==> src/rtl/fft_pkg.sv <==
// Shared constants and arithmetic helpers for the streaming 4-point FFT.
// Helpers work on 64-bit signed values so callers can use any width up to that.
package fft_pkg;

    localparam int DW_DEFAULT = 16;

    localparam logic [1:0] ROT_NONE  = 2'd0;
    localparam logic [1:0] ROT_NEG_J = 2'd1;
    localparam logic [1:0] ROT_POS_J = 2'd2;

    function automatic logic signed [63:0] rnd_shr1(input logic signed [63:0] v);
        return (v + 64'sd1) >>> 1;
    endfunction

    function automatic logic signed [63:0] sat_dw(input logic signed [63:0] v, input int w);
        logic signed [63:0] hi;
        logic signed [63:0] lo;
        hi = (64'sd1 <<< (w - 1)) - 64'sd1;
        lo = -(64'sd1 <<< (w - 1));
        if (v > hi) return hi;
        if (v < lo) return lo;
        return v;
    endfunction

    // Component offset inside in_x/out_X: bin k real at 2k, imaginary at 2k+1.
    function automatic int comp_lo(input int bin, input int im, input int w);
        return (2 * bin + im) * w;
    endfunction

endpackage

==> src/rtl/fft_bfly2.sv <==
// Complex radix-2 butterfly: p + rot(q) and p - rot(q), rot in {1, -j, +j},
// with optional rounded halving (saturated back to IW bits) for the scaled mode.
module fft_bfly2
    import fft_pkg::*;
#(
    parameter int IW    = 16,
    parameter bit SCALE = 1'b0,
    parameter int OW    = SCALE ? IW : IW + 1
) (
    input  logic signed [IW-1:0] i_p_re,
    input  logic signed [IW-1:0] i_p_im,
    input  logic signed [IW-1:0] i_q_re,
    input  logic signed [IW-1:0] i_q_im,
    input  logic [1:0]           i_rot,
    output logic signed [OW-1:0] o_sum_re,
    output logic signed [OW-1:0] o_sum_im,
    output logic signed [OW-1:0] o_dif_re,
    output logic signed [OW-1:0] o_dif_im
);

    logic signed [IW:0]   w_qr_re;
    logic signed [IW:0]   w_qr_im;
    logic signed [IW+1:0] w_res [4];
    logic signed [OW-1:0] w_out [4];

    // Rotation is done one bit wider so negating the most negative value cannot wrap.
    always_comb begin
        w_qr_re = (IW+1)'(i_q_re);
        w_qr_im = (IW+1)'(i_q_im);
        case (i_rot)
            ROT_NEG_J: begin
                w_qr_re = (IW+1)'(i_q_im);
                w_qr_im = -((IW+1)'(i_q_re));
            end
            ROT_POS_J: begin
                w_qr_re = -((IW+1)'(i_q_im));
                w_qr_im = (IW+1)'(i_q_re);
            end
            default: ;
        endcase
    end

    assign w_res[0] = (IW+2)'(i_p_re) + (IW+2)'(w_qr_re);
    assign w_res[1] = (IW+2)'(i_p_im) + (IW+2)'(w_qr_im);
    assign w_res[2] = (IW+2)'(i_p_re) - (IW+2)'(w_qr_re);
    assign w_res[3] = (IW+2)'(i_p_im) - (IW+2)'(w_qr_im);

    for (genvar k = 0; k < 4; k++) begin : g_out
        if (SCALE) begin : g_scale
            assign w_out[k] = OW'(sat_dw(rnd_shr1(64'(w_res[k])), IW));
        end else begin : g_full
            assign w_out[k] = OW'(w_res[k]);
        end
    end

    assign o_sum_re = w_out[0];
    assign o_sum_im = w_out[1];
    assign o_dif_re = w_out[2];
    assign o_dif_im = w_out[3];

endmodule

==> src/rtl/fft4_stream.sv <==
// Streaming 4-point FFT/IFFT: two butterfly stages plus a saturating output register,
// one frame per clock, the whole pipeline stalling together under output backpressure.
module fft4_stream
    import fft_pkg::*;
#(
    parameter int DW       = DW_DEFAULT,
    parameter bit SCALE_EN = 1'b1,
    parameter int TAG_W    = 4
) (
    input  logic              clk,
    input  logic              rst,
    input  logic              in_valid,
    output logic              in_ready,
    input  logic              in_inv,
    input  logic [TAG_W-1:0]  in_tag,
    input  logic [8*DW-1:0]   in_x,
    output logic              out_valid,
    input  logic              out_ready,
    output logic [8*DW-1:0]   out_X,
    output logic              out_inv,
    output logic [TAG_W-1:0]  out_tag,
    output logic              out_ovf
);

    localparam int W1 = SCALE_EN ? DW : DW + 1;
    localparam int W2 = SCALE_EN ? DW : DW + 2;

    // Stage arrays: S1 holds a,b,c,d (re,im pairs); S2 holds X0..X3 in out_X order.
    logic signed [DW-1:0] w_x  [8];
    logic signed [W1-1:0] w_s1 [8];
    logic signed [W2-1:0] w_s2 [8];
    logic signed [W1-1:0] r_s1 [8];
    logic signed [W2-1:0] r_s2 [8];

    logic              w_adv;
    logic [1:0]        w_rot;
    logic [7:0]        w_clip;
    logic [8*DW-1:0]   w_sat_x;
    logic              r_v1, r_v2, r_out_valid;
    logic              r_inv1, r_inv2, r_out_inv, r_out_ovf;
    logic [TAG_W-1:0]  r_tag1, r_tag2, r_out_tag;
    logic [8*DW-1:0]   r_out_x;

    for (genvar c = 0; c < 8; c++) begin : g_unpack
        assign w_x[c] = in_x[comp_lo(c / 2, c % 2, DW) +: DW];
    end

    fft_bfly2 #(.IW(DW), .SCALE(SCALE_EN), .OW(W1)) u_s1_02 (
        .i_p_re(w_x[0]), .i_p_im(w_x[1]), .i_q_re(w_x[4]), .i_q_im(w_x[5]), .i_rot(ROT_NONE),
        .o_sum_re(w_s1[0]), .o_sum_im(w_s1[1]), .o_dif_re(w_s1[2]), .o_dif_im(w_s1[3]));

    fft_bfly2 #(.IW(DW), .SCALE(SCALE_EN), .OW(W1)) u_s1_13 (
        .i_p_re(w_x[2]), .i_p_im(w_x[3]), .i_q_re(w_x[6]), .i_q_im(w_x[7]), .i_rot(ROT_NONE),
        .o_sum_re(w_s1[4]), .o_sum_im(w_s1[5]), .o_dif_re(w_s1[6]), .o_dif_im(w_s1[7]));

    // Odd bins: forward uses b -/+ j*d, inverse swaps the rotation sign.
    assign w_rot = r_inv1 ? ROT_POS_J : ROT_NEG_J;

    fft_bfly2 #(.IW(W1), .SCALE(SCALE_EN), .OW(W2)) u_s2_ac (
        .i_p_re(r_s1[0]), .i_p_im(r_s1[1]), .i_q_re(r_s1[4]), .i_q_im(r_s1[5]), .i_rot(ROT_NONE),
        .o_sum_re(w_s2[0]), .o_sum_im(w_s2[1]), .o_dif_re(w_s2[4]), .o_dif_im(w_s2[5]));

    fft_bfly2 #(.IW(W1), .SCALE(SCALE_EN), .OW(W2)) u_s2_bd (
        .i_p_re(r_s1[2]), .i_p_im(r_s1[3]), .i_q_re(r_s1[6]), .i_q_im(r_s1[7]), .i_rot(w_rot),
        .o_sum_re(w_s2[2]), .o_sum_im(w_s2[3]), .o_dif_re(w_s2[6]), .o_dif_im(w_s2[7]));

    for (genvar c = 0; c < 8; c++) begin : g_sat
        logic signed [63:0] w_wide;
        assign w_wide     = sat_dw(64'(r_s2[c]), DW);
        assign w_clip[c]  = (w_wide != 64'(r_s2[c]));
        assign w_sat_x[c*DW +: DW] = DW'(w_wide);
    end

    assign w_adv    = !r_out_valid || out_ready;
    assign in_ready = w_adv;

    always_ff @(posedge clk) begin
        if (rst) begin
            r_v1        <= 1'b0;
            r_v2        <= 1'b0;
            r_out_valid <= 1'b0;
            r_out_x     <= '0;
            r_out_inv   <= 1'b0;
            r_out_tag   <= '0;
            r_out_ovf   <= 1'b0;
        end else if (w_adv) begin
            r_v1        <= in_valid;
            r_v2        <= r_v1;
            r_out_valid <= r_v2;
            r_out_x     <= w_sat_x;
            r_out_inv   <= r_inv2;
            r_out_tag   <= r_tag2;
            r_out_ovf   <= |w_clip;
        end
    end

    // Payload of the inner stages needs no reset: the valid bits qualify it.
    always_ff @(posedge clk) begin
        if (w_adv) begin
            r_s1   <= w_s1;
            r_inv1 <= in_inv;
            r_tag1 <= in_tag;
            r_s2   <= w_s2;
            r_inv2 <= r_inv1;
            r_tag2 <= r_tag1;
        end
    end

    assign out_valid = r_out_valid;
    assign out_X     = r_out_x;
    assign out_inv   = r_out_inv;
    assign out_tag   = r_out_tag;
    assign out_ovf   = r_out_ovf;

endmodule

==> config.mk <==
export PLATFORM = sky130hd
export DESIGN_NAME = fft4_stream
export DESIGN_NICKNAME = d
export VERILOG_FILES = /design/src/rtl/fft_pkg.sv /design/src/rtl/fft_bfly2.sv /design/src/rtl/fft4_stream.sv
export SDC_FILE = /design/constraint.sdc
export NUM_CORES = 1
export LEC_CHECK = 0
export CAP_MARGIN = 20
export CORE_ASPECT_RATIO = 1.25
export CORE_MARGIN = 1
export CORE_UTILIZATION = 53
export DETAILED_ROUTE_END_ITERATION = 10
export GPL_TIMING_DRIVEN = 0
export PLACE_DENSITY_LB_ADDON = 0.08
export SETUP_SLACK_MARGIN = 0.15
export SKIP_CTS_REPAIR_TIMING = 1
export SYNTH_ARGS = -nofsm -noshare
export SYNTH_HDL_FRONTEND = slang
export SYNTH_SLANG_ARGS = --single-unit
==> constraint.sdc <==
create_clock -name clk -period 9.95 [get_ports clk]
set_input_delay 1.4925 -clock clk [delete_from_list [all_inputs] [get_ports clk]]
set_output_delay 1.4925 -clock clk [all_outputs]
set_load 0.02 [all_outputs]
* Word level (Yosys, flattened, before mapping)
Index checks and enable logic that the tools add are counted.
Storage, ports and cells: logic and storage cells 293, flip-flop bits (word level) 403, input bits 137, output and inout port bits 136
Operators by class: reductions and logical operators 3, eq/ne operators 10, add/sub/neg operators 34, multiplexer cells 171, magnitude comparators 48
Operators by type and width (count):
- two-way mux 64 bit | 32
- two-way mux 16 bit | 64
- inequality test 64 x 16 -> 1 bit | 8
- adder 17 x 2 -> 18 bit (second input constant) | 12
- > comparator 17 x 16 -> 1 bit (second input constant) | 12
- < comparator 17 x 16 -> 1 bit (second input constant) | 12
- > comparator 16 bit (second input constant) | 8
- < comparator 16 bit (second input constant) | 8
- adder 16 x 16 -> 17 bit | 6
- subtractor 16 x 16 -> 17 bit | 6
- adder 18 x 2 -> 19 bit (second input constant) | 4
- > comparator 18 x 16 -> 1 bit (second input constant) | 4
- < comparator 18 x 16 -> 1 bit (second input constant) | 4
- two-way mux 1 bit | 72
- one-hot mux 17 bit (2 select lines) | 2
- adder 16 x 17 -> 18 bit | 2
- subtractor 16 x 17 -> 18 bit | 2
- negation 16 -> 17 bit | 2
- OR reduction 8 bit | 1
- equality test 2 x 1 -> 1 bit (second input constant) | 1
- equality test 2 bit (second input constant) | 1
- two-way mux 2 bit | 1
- logical NOT 1 bit | 1
- logical OR 1 bit | 1

* Longest topological paths before layout
word-level depth 10, mapped depth 21

* Hierarchy
Synthesis repeated with hierarchy kept, for this count alone.
Unflattened totals: cell total of the unflattened synthesis 4234, area, all modules 37592.3 sq um
Modules (own cells, without submodules):
- fft4_stream | times used 1, area each 14378.8 sq um, cells each 889
- fft_bfly2 (u_s1_02 ...) | times used 2, area each 5834.3 sq um, cells each 840
- fft_bfly2 (u_s2_bd) | times used 1, area each 5900.7 sq um, cells each 837
- fft_bfly2 (u_s1_13) | times used 1, area each 5644.2 sq um, cells each 828

* Least setup slack after synthesis
No wires, ideal clock.
kind in2out, from input out_ready, to output in_ready, stages on the path 4, arrival 9.368 ns, path slack -0.910 ns, cell sequence nor2b_1 -> inv_1 -> clkbuf_1 -> clkbuf_1
Between the ends: word-level cells in the longest chain between the ends 1
Ends and longest elaborated chain:
- start, declared | RTL line fft4_stream.sv:18 | input logic out_ready,
- logical OR 1 bit | RTL line fft4_stream.sv:74 | assign w_adv = !r_out_valid || out_ready;
- end, declared | RTL line fft4_stream.sv:13 | output logic in_ready,
No other way between the ends.

* Worst setup path in the final report
Ends and elaborated chain as after synthesis.

==> flow_metrics.tcl <==
set metrics [dict create \
    status "finished, final reports clean" \
    worstReg2RegStart "r_inv1$_DFFE_PP_" \
    drt_first_pass_iters 8 \
    syn2layout_area_growth_pct 18.05 \
    r2r_cells 17 \
    utilization 0.6344 \
    hold_viol 0 \
    drc_errors 0 \
    worstHoldEndpoint "r_tag2[0]$_DFFE_PP_" \
    avgSynthCellArea_um2 9.174 \
    die_y_um 262.9 \
    numPortBuffers 271 \
    drv_cap 0 \
    synthCells 3147 \
    syn_nets 3676 \
    critPathArrivalTime_ps 4840 \
    grt_pass1_vias 23320 \
    yosys_warnings 0 \
    ant_nets 0 \
    drive_gt1_frac 0.03969 \
    coreArea_um2 53730 \
    path_class "primary input to primary output" \
    numClockSinks 403 \
    yosys_register_bits 403 \
    fin_area_um2 34080 \
    initial_utilization 0.5374 \
    cts-root-buf "clkbuf_16" \
    postPlaceCellArea_um2 32560 \
    rows 95 \
    fin_skew_ps 18.62 \
    r2r-end "r_s2[26]$_SDFFCE_PN1P_" \
    synthXorXnorAreaFrac 0.06917 \
    timing.critical_path.required_ps 8460 \
    start_kind "primary input" \
    io_pins 273 \
    die_w_um 210.8 \
    clk_latency_ps 580 \
    overflow 0 \
    min_path_cells 0 \
    async_flop_share 0 \
    clockBufferDepth 3 \
    setup-tns-final_ps 0 \
    die_area_um2 55420 \
    num_vias 23820 \
    max_slew.worst_pin.slew_ps 1127 \
    fin_crit_sh 0.6362 \
    numCtsBuffers 44 \
    power.density_nw_per_um2 294.4 \
    post_drt_wl_per_cell_um 19.07 \
    synth_compound_area_frac 0.2019 \
    wl_um 80670 \
    grt.total_usage 0.2887 \
    grt_start_max_net_pins 109 \
    clock.fmax_ghz 0.1580 \
    finalSetupViolCount 0 \
    path_clk_slew_ps 60 \
    synth_ff_type "edfxtp_1" \
    antenna_found_initial 9 \
    ys_seq_area_frac 0.3717 \
    rrSetupSlack_ps 4980 \
    min_path_type "register to register" \
    hold_start "r_tag1[0]$_DFFE_PP_" \
    synth_top_family_by_area "compound AO/OA/AOI/OAI gates" \
    muxShareOfSynthArea 0.001863 \
    synth-edff-count 266 \
    crit_fanout 108 \
    place_congestion 0.9692 \
    relSlewSlack 0.2488 \
    rsz0062_at_grt "false" \
    hpwl_um 66130 \
    yosysUniqueCellTypes 85 \
    num_antenna_cells 0 \
    slew_violations 0 \
    syn_area_um2 28870 \
    leakage_uw 0.01488 \
    yosys.area_share.adder 0.1810 \
    final_nets 3996 \
    cp-end-kind "primary output" \
    drtIter0Drc 1499 \
    grt_pass1_wl_um 125100 \
    ir_worst_vdd_uv 178.0 \
    htree_levels 2 \
    viasPerCell 5.633 \
    fin_crit_ps 6330 \
    cts_tree "yes" \
    yosys.area_share.simple 0.1252 \
]
==> cell usage in the layout (no fill, tap or decap), drive strengths merged, types with 7 or more instances in the layout <==
cell type,synthesis,layout
clkbuf,52,119
ha,376,376
o211ai,44,44
nor3,64,64
clkdlybuf4s50,0,271
o21ai,171,171
a21o,92,92
or3,15,15
nand2b,42,42
dfxtp,137,137
o31ai,29,29
o31a,7,7
o21bai,39,39
inv,295,302
or2,12,12
nor2,196,196
nand3,25,25
o311ai,8,8
nor2b,32,32
a221oi,12,12
a211oi,32,32
maj3,20,20
o41ai,7,7
buf,22,25
xnor2,149,149
fa,16,16
nand4,13,13
a31oi,30,30
o21a,18,18
o21ba,8,8
nor3b,7,7
nor4,12,12
a21oi,355,355
and3,16,16
and2,10,10
edfxtp,266,266
nand2,363,363
xor2,79,79
==> layer usage <==
metal / GRT usage / share of wire
met1: 0.3567 / 0.42
met2: 0.5095 / 0.49
met3: 0.03513 / 0.050
met4: 0.1107 / 0.040
met5: 0 / 0.0011
==> area by class of cell <==
class | instances | area, um^2
Fill cell | 4574 | 19640
Multi-Input combinational cell | 2375 | 16720
Sequential cell | 403 | 10730
Timing Repair Buffer | 274 | 2779
Clock buffer | 67 | 1385
Inverter | 295 | 1107
Tap cell | 727 | 909.6
Buffer | 74 | 324.1
Clock inverter | 14 | 127.6
==> registers in the layout (all words and copies together), names as in the netlist <==
register / flops
out_X: 128
r_s1: 128
r_s2: 128
out_tag: 4
r_tag1: 4
r_tag2: 4
out_inv: 1
out_ovf: 1
out_valid: 1
r_inv1: 1
r_inv2: 1
r_v1: 1
r_v2: 1
==> how the worst max path moves through the flow <==
stage | startpoint | end | cells after the start
finish | out_ready | in_ready | 7
global route | out_ready | in_ready | 7
CTS | out_ready | in_ready | 7
detailed placement | out_ready | in_ready | 7
global placement | out_ready | in_ready | 6
floorplan | out_ready | in_ready | 4
==> where the power goes <==
part | switching [uW] | leakage, uW | internal [uW] | total (uW)
clock | 682 | 0.000749 | 996 | 1680
sequential | 338 | 0.00390 | 2620 | 2960
combinational | 3120 | 0.0102 | 2270 | 5390
total | 4140 | 0.0149 | 5890 | 10000
==> Yosys cell counts (12+ instances only) <==
master	count	area (um^2)
o21bai_1	39	292.8
fa_1	16	320.3
nor2b_1	32	200.2
a21oi_1	350	1752
o211ai_1	44	330.3
nand3_1	25	125.1
nor2_1	196	735.7
o31ai_1	28	210.2
edfxtp_1	266	7988
xnor2_1	149	1305
a21o_1	92	690.7
clkbuf_1	52	195.2
nor3_1	64	320.3
nand4_1	13	81.33
nor4_1	12	75.07
or3_1	14	87.58
and3_1	16	100.1
nand2b_1	42	262.8
xor2_1	79	691.9
maj3_1	20	200.2
nand2_1	363	1363
ha_1	376	4705
dfxtp_1	137	2743
a211oi_1	29	217.7
o21ai_0	157	785.8
o21a_1	18	135.1
inv_1	295	1107
a31oi_1	28	175.2
==> critical path: stages <==
cell and delay, ps:
clkdlybuf4s50_1 450, nor2b_1 50, inv_1 60, clkbuf_1 820, clkbuf_8 670, buf_16 450, clkdlybuf4s50_1 710
==> cells by family (layout without fill, tap and decap cells) <==
logic type	after synthesis	after routing
AO/OA/AOI/OAI	915	915
AND/OR/NAND/NOR	815	815
adder cells (fa/ha/maj)	412	412
flip-flops	403	403
buffers and inverters	369	724
XOR/XNOR	228	228
multiplexers	5	5
==> through the flow <==
| step | cells | total power, uW | setup WS (ps) | hold slack (ps) |
|---|---|---|---|---|
| after detailed placement | 4147 | 8316 | 3586 | 406.3 |
| after floorplan | 3147 | 6691 | 3099 | 400.3 |
| final | 4229 | 10030 | 3620 | 421.4 |
| after global routing | 4229 | 10720 | 3455 | 427.6 |
| after global placement | 4145 | 8228 | -557.3 | 401.9 |
| after CTS | 4228 | 10040 | 3590 | 421.6 |
(Power assumes the default switching activity.)
